--- src/rtl/chroma_modulator.sv ---
// Composite video (CVBS) back end: subcarrier NCO, sine/cosine lookup,
// quadrature chroma modulation with PAL V-switch, burst insertion and
// sync/blank level generation. One sample per clock, fixed 4-clock latency.
module chroma_modulator #(
   parameter logic [31:0] PHASE_INC   = 32'd396713490,
   parameter bit          PAL         = 1'b1,
   parameter logic [7:0]  BLANK_LEVEL = 8'd64,
   parameter logic [7:0]  LUMA_GAIN   = 8'd160,
   parameter logic [6:0]  BURST_AMP   = 7'd20
) (
   input  logic       clk,
   input  logic       rst,
   input  logic [7:0] y,
   input  logic [7:0] cb,
   input  logic [7:0] cr,
   input  logic       sync,
   input  logic       burst,
   input  logic       blank,
   input  logic       line_start,
   input  logic       phase_rst,
   output logic [7:0] cvbs
);

   // round(127*sin(2*pi*i/256)) for the first quarter wave, i = 0..64
   localparam logic [6:0] QSIN [0:64] = '{
      7'd0,   7'd3,   7'd6,   7'd9,   7'd12,  7'd16,  7'd19,  7'd22,
      7'd25,  7'd28,  7'd31,  7'd34,  7'd37,  7'd40,  7'd43,  7'd46,
      7'd49,  7'd51,  7'd54,  7'd57,  7'd60,  7'd63,  7'd65,  7'd68,
      7'd71,  7'd73,  7'd76,  7'd78,  7'd81,  7'd83,  7'd85,  7'd88,
      7'd90,  7'd92,  7'd94,  7'd96,  7'd98,  7'd100, 7'd102, 7'd104,
      7'd106, 7'd107, 7'd109, 7'd111, 7'd112, 7'd113, 7'd115, 7'd116,
      7'd117, 7'd118, 7'd120, 7'd121, 7'd122, 7'd122, 7'd123, 7'd124,
      7'd125, 7'd125, 7'd126, 7'd126, 7'd126, 7'd127, 7'd127, 7'd127,
      7'd127
   };

   // Full-wave sine from the quarter table: mirror in quadrants 1/3, negate in 2/3.
   function automatic logic [7:0] sine8(input logic [7:0] a);
      logic [6:0] idx;
      logic [7:0] mag;
      idx = a[6] ? (7'd64 - {1'b0, a[5:0]}) : {1'b0, a[5:0]};
      mag = {1'b0, QSIN[idx]};
      return a[7] ? (8'd0 - mag) : mag;
   endfunction

   // Saturate an 11-bit signed level to the 8-bit DAC range.
   function automatic logic [7:0] clamp8(input logic [10:0] s);
      if (s[10])
         return 8'd0;
      else if (s[9:8] != 2'b00)
         return 8'd255;
      else
         return s[7:0];
   endfunction

   logic [31:0] phase;
   logic        vsw;

   logic       s1_vld, s1_sync, s1_burst, s1_blank, s1_vsw;
   logic [7:0] s1_addr, s1_y, s1_cb, s1_cr;

   logic       s2_vld, s2_sync, s2_burst, s2_blank;
   logic [7:0] s2_sin, s2_cos, s2_cb, s2_luma;
   logic [8:0] s2_crv;

   logic        s3_vld, s3_sync, s3_burst, s3_blank;
   logic [15:0] s3_u;
   logic [16:0] s3_v;
   logic [7:0]  s3_luma;

   logic       s4_vld, s4_sync, s4_burst, s4_blank;
   logic [9:0] s4_chroma;
   logic [7:0] s4_luma;

   logic [7:0]         cb_e;
   logic [8:0]         cr_e, cr_v;
   logic [15:0]        luma_prod;
   logic signed [17:0] uv_sum;
   logic [10:0]        sum_burst, sum_act;

   // NCO accumulator and PAL line-alternation flag
   always_ff @(posedge clk) begin
      if (rst) begin
         phase <= 32'd0;
         vsw   <= 1'b0;
      end else begin
         phase <= phase_rst ? 32'd0 : phase + PHASE_INC;
         if (PAL && line_start)
            vsw <= ~vsw;
      end
   end

   // Stage 1: capture pixel, controls, pre-update phase and V-switch
   always_ff @(posedge clk) begin
      if (rst) begin
         {s1_vld, s1_sync, s1_burst, s1_blank, s1_vsw} <= '0;
         {s1_addr, s1_y, s1_cb, s1_cr}                 <= '0;
      end else begin
         {s1_vld, s1_sync, s1_burst, s1_blank, s1_vsw} <= {1'b1, sync, burst, blank, vsw};
         {s1_addr, s1_y, s1_cb, s1_cr}                 <= {phase[31:24], y, cb, cr};
      end
   end

   // Effective chroma operands: burst substitutes fixed amplitudes, V-switch negates V
   always_comb begin
      cb_e      = s1_burst ? (8'd0 - {1'b0, BURST_AMP}) : s1_cb;
      cr_e      = s1_burst ? (PAL ? {2'b00, BURST_AMP} : 9'd0) : {s1_cr[7], s1_cr};
      cr_v      = s1_vsw ? (9'd0 - cr_e) : cr_e;
      luma_prod = {8'd0, s1_y} * {8'd0, LUMA_GAIN};
   end

   // Stage 2: sine/cosine lookup and luma scaling
   always_ff @(posedge clk) begin
      if (rst) begin
         {s2_vld, s2_sync, s2_burst, s2_blank} <= '0;
         {s2_sin, s2_cos, s2_cb, s2_luma}      <= '0;
         s2_crv                                <= '0;
      end else begin
         {s2_vld, s2_sync, s2_burst, s2_blank} <= {s1_vld, s1_sync, s1_burst, s1_blank};
         s2_sin  <= sine8(s1_addr);
         s2_cos  <= sine8(s1_addr + 8'd64);
         s2_cb   <= cb_e;
         s2_crv  <= cr_v;
         s2_luma <= 8'(luma_prod >> 8);
      end
   end

   // Stage 3: quadrature products (operands sign-extended to the product width)
   always_ff @(posedge clk) begin
      if (rst) begin
         {s3_vld, s3_sync, s3_burst, s3_blank} <= '0;
         s3_u    <= '0;
         s3_v    <= '0;
         s3_luma <= '0;
      end else begin
         {s3_vld, s3_sync, s3_burst, s3_blank} <= {s2_vld, s2_sync, s2_burst, s2_blank};
         s3_u    <= {{8{s2_cb[7]}}, s2_cb} * {{8{s2_sin[7]}}, s2_sin};
         s3_v    <= {{8{s2_crv[8]}}, s2_crv} * {{9{s2_cos[7]}}, s2_cos};
         s3_luma <= s2_luma;
      end
   end

   always_comb begin
      uv_sum = {{2{s3_u[15]}}, s3_u} + {s3_v[16], s3_v};
   end

   // Stage 4: chroma sum, floor-scaled back to signed 10 bits
   always_ff @(posedge clk) begin
      if (rst) begin
         {s4_vld, s4_sync, s4_burst, s4_blank} <= '0;
         s4_chroma <= '0;
         s4_luma   <= '0;
      end else begin
         {s4_vld, s4_sync, s4_burst, s4_blank} <= {s3_vld, s3_sync, s3_burst, s3_blank};
         s4_chroma <= 10'(uv_sum >>> 8);
         s4_luma   <= s3_luma;
      end
   end

   always_comb begin
      sum_burst = {3'b000, BLANK_LEVEL} + {s4_chroma[9], s4_chroma};
      sum_act   = sum_burst + {3'b000, s4_luma};
   end

   // Output: level select by priority, then clamp; stays 0 until real samples arrive
   always_ff @(posedge clk) begin
      if (rst)
         cvbs <= 8'd0;
      else if (!s4_vld || s4_sync)
         cvbs <= 8'd0;
      else if (s4_burst)
         cvbs <= clamp8(sum_burst);
      else if (s4_blank)
         cvbs <= BLANK_LEVEL;
      else
         cvbs <= clamp8(sum_act);
   end

endmodule

--- config.mk ---
export PLATFORM = sky130hd
export DESIGN_NAME = chroma_modulator
export DESIGN_NICKNAME = d
export VERILOG_FILES = /design/src/rtl/chroma_modulator.sv
export SDC_FILE = /design/constraint.sdc
export NUM_CORES = 1
export LEC_CHECK = 0
export ABC_CLOCK_PERIOD_IN_PS = 6920
export BUFFER_PORTS_ARGS = -buffer_cell sky130_fd_sc_hd__buf_2
export CAP_MARGIN = 25
export CORE_MARGIN = 2
export CORE_UTILIZATION = 60
export DETAILED_ROUTE_END_ITERATION = 8
export PLACE_DENSITY = 0.86
export SYNTH_ARGS = -nofsm -noshare
export SYNTH_HDL_FRONTEND = slang
export SYNTH_SLANG_ARGS = --single-unit
--- constraint.sdc ---
create_clock -name clk -period 6.92 [get_ports clk]
set_clock_uncertainty 0.1 [all_clocks]
set_input_delay 0.692 -clock clk [delete_from_list [all_inputs] [get_ports clk]]
set_output_delay 0.692 -clock clk [all_outputs]
set_load 0.01 [all_outputs]
==> summary.md <==
| Metric | Value |
|---|---|
| Initial antenna violation count | 0 |
| Net Switching | roughly 1100 uW |
| Die Wd | 158.6 um |
| Data arrival time of the worst path | a little over 5000 ps |
| Reg clk slew, reported paths | 80 ps |
| CTS buffer count | 17 |
| DRC Markers | 0 |
| Comb power frac | 27.6% |
| GP Congestion | 0.9261 |
| Worst hold path depth | 1 |
| Reg2Reg Setup Slack | between 2000 and 2500 ps |
| Global-route wire length before repair | 49510 um |
| Vias in the first global route | 10660 |
| Met1 WL | 12870 um |
| Post-synth EDFFs | 0 |
| Sw Share | 35.06% |
| DR vias | 10720 |
| Top Metal Used | met4 |
| DRT Pass-1 Iters | 8 |
| Cell family with most CP delay | adder cells |
| Ys async rst share | 0% |
| # hold bufs at CTS | 0 |
| Starting Density | 61.09% |
| LEAKAGE | 0.007049 uW |
| Tot GR Track Use | 24.45% |
| CP max stage cell | fa_1 |
| Largest net degree at the start of global routing | 77 |
| Final Cycle Share | 69.59% |
| DR WL met2 | approximately 14000 um |
| Ys Warns | 0 |
| Flop pwr share | 40.0% |
| Clk network pwr share | 32.4% |
| Syn Area/Cell | 9.008 um2 |
| Status | finished, final reports clean |
| Post-synthesis sequential area ratio | a little over a quarter |
| CP bufs+invs | 4 |
| FF+latch count, synth | 189 |
| Area delta synth->final | 6.911% |
| VDD IR max | ~180 uV |
| DIE AREA | 25150 um2 |
| Power consumption | 3167 uW |
| R2R Path Start | s2_sin[0] |
| Final hold violations | 0 |
| WS Path Type | reg -> reg |
| GRT overflow | 0 |
| Antenna viol nets, final | 0 |
| PostCTS Resize Cnt | 0 |
| DR vias/cell | 5.548 |
| Total wire length | 28870 um |
| Least-Margin Pin Slew | around 920 ps |
| Max FO, Critical Path | 8 |
| CTS tree | done |
| Setup TNS | 0 ps |
| Hold Path Class | reg -> reg |
| Startpoint of the tightest hold check path | s1_vld |
| Synthesized area | 14340 um2 |
| Die span in y | 158.6 um |
| Wire length per cell | 14.94 um |
| Clk buf depth | 2 |
| Post-CTS Setup Inserts | 0 |
| Std-Cell Rows | 56 |
| DR iter-0 viols | 770 |
| Reg2Reg Depth | 16 |
| Worst-skew pair later-pin latency | between 400 and 500 ps |
| Port bufs | 38 |
| Slew headroom | 37.95% |
| Clock sinks | ~190 |
| Netlist cell types | 95 |
| H-Tree Depth | 4 |
| Critical path launch point type | register |
| Most frequent cells in the layout | 203 x inv_1, 189 x dfxtp_1, 148 x nor2_1, 118 x fa_1, 115 x ha_1 |
| Top_reg_cell synth | dfxtp_1 |
| RSZ-0062 raised after global routing | no |
| Critical-path cell list | and2_1, fa_1, inv_1, fa_1, inv_1, fa_1, inv_1, fa_1, inv_1, ha_1, nor2b_1, o21a_1, o41ai_1, o21ai_0, a31oi_1, mux2i_1 |
| Slew Viols, Final | 0 |
| Cells after Synth | around 1600 |
| Peak Freq | between 0.2 and 0.25 GHz |
| Commonest non-fill, non-tap cell in the layout | inv_1 |
| Final setup vio count | 0 |
| Hold EP | s2_vld |
| Share of cells above drive strength 1 | 7.378% |
| I/O Pins | 39 |
| CP endpoint kind | register |
| PwrDens | about 210 nW/um2 |
| Ant diodes | 0 |
| Met3 wire length | 1111 um |
| Max stage delay on crit path | around 540 ps |
| Clk root buf | clkbuf_16 |
| NumNets Final | 1864 |
| CORE AREA | ~23000 um2 |
| R2R Path End | s3_u[15] |
| Final worst path period need | 4815 ps |
| Post-Syn Nets | 1856 |
| Max-cap viol count | 0 |
| CP required | 7200 ps |
| Internal | 2056 uW |
| Hpwl dp | 21820 um |
[Yosys cell counts (6+ instances only)]
library cell	instances	area share, %
clkbuf_1	27	0.71
o21ai_0	42	1.5
a21oi_1	52	1.8
o31ai_1	7	0.37
xor2_1	29	1.8
or3_1	10	0.44
a31oi_1	8	0.35
nand4_1	8	0.35
nand3_1	20	0.70
a311oi_1	7	0.43
mux2i_1	9	0.63
a211oi_1	14	0.73
buf_1	6	0.16
or2_2	7	0.31
nand2_1	82	2.1
and2_1	100	4.4
nor2b_1	90	3.9
and3_1	13	0.57
nor3_1	37	1.3
buf_2	11	0.38
nor2_1	148	3.9
fa_1	118	16
inv_1	203	5.3
o211ai_1	7	0.37
ha_1	115	10
dfxtp_1	189	26
o21a_1	8	0.42
nand2b_1	16	0.70
xnor2_1	58	3.5
a21o_1	18	0.94
nor4_1	6	0.26
[worst reg2reg max path, cell delays in order, from the launching register on]
cell     delay (ps)
dfxtp_1         390
and2_1          230
fa_1            520
inv_1            70
fa_1            540
inv_1            60
fa_1            470
inv_1            50
fa_1            530
inv_1            40
ha_1            330
nor2b_1         150
o21a_1          190
o41ai_1         410
o21ai_0         240
a31oi_1         260
mux2i_1         190
[through the flow]
step	setup WS [ps]	utilization, %	std cells	hold slack [ps]	area [um2]
detailed placement	2136	62.61	1900	317.3	14700
CTS	2098	65.31	1932	336.8	15330
finish	2105	65.31	1932	336.2	15330
global route	1792	65.31	1932	340.1	15330
global placement	2239	62.61	1900	315.9	14700
floorplan	2482	-	1592	305.7	14340
[layout make-up]
| class | count | area, um2 |
|---|---|---|
| fillers | 1840 | 8142 |
| well taps | 319 | 399.1 |
| multi-input cells | 1145 | 9522 |
| repair buffers | 42 | 222.7 |
| clock buffers | 17 | 425.4 |
| flip-flops and latches | 189 | 3784 |
| clock inverters | 15 | 209.0 |
| inverters | 205 | 769.5 |
[per-layer routing]
layer  track usage (%)  vias up
met5                 0        -
met4             6.564        0
met3             3.266       40
met2             43.08      265
met1             31.63     5157
li1                  -     5257
[power groups by stage]
stage / clock network [uW] / logic (uW) / registers (uW)
6_report: 1030 / 874 / 1270
3_5_place_dp: 0 / 860 / 1290
2_1_floorplan: 0 / 702 / 1250
5_1_grt: 1090 / 989 / 1280
3_3_place_gp: 0 / 823 / 1290
4_1_cts: 1040 / 872 / 1260
[state kept, by name, indices dropped and copies added, names as in the netlist, 9 cells and up]
register	flops
s3_v	17
phase	31
s3_u	16
s4_chroma	10
s2_crv	9
[kinds of logic after synthesis]
family	Yosys count	synth area share (%)
AND/OR/NAND/NOR	567	20.91
buffers and inverters	258	7.216
AO/OA/AOI/OAI	240	12.03
adder cells (fa/ha/maj)	233	26.51
flip-flops	189	26.39
XOR/XNOR	89	5.619
multiplexers	16	1.335
[how the worst max path moves through the flow]
stage,startpoint,cells after the start,to,slack (ps)
final,s2_sin[0],16,s3_u[15],2100
after global routing,s2_cb[1],16,s3_u[15],1790
after CTS,s2_sin[0],16,s3_u[15],2100
after detailed placement,s2_sin[0],16,s3_u[15],2140
after global placement,s2_cb[3],16,s3_u[15],2240
after floorplan,s2_cb[3],16,s3_u[15],2480
Note: power is estimated with default switching activity, not from simulation.
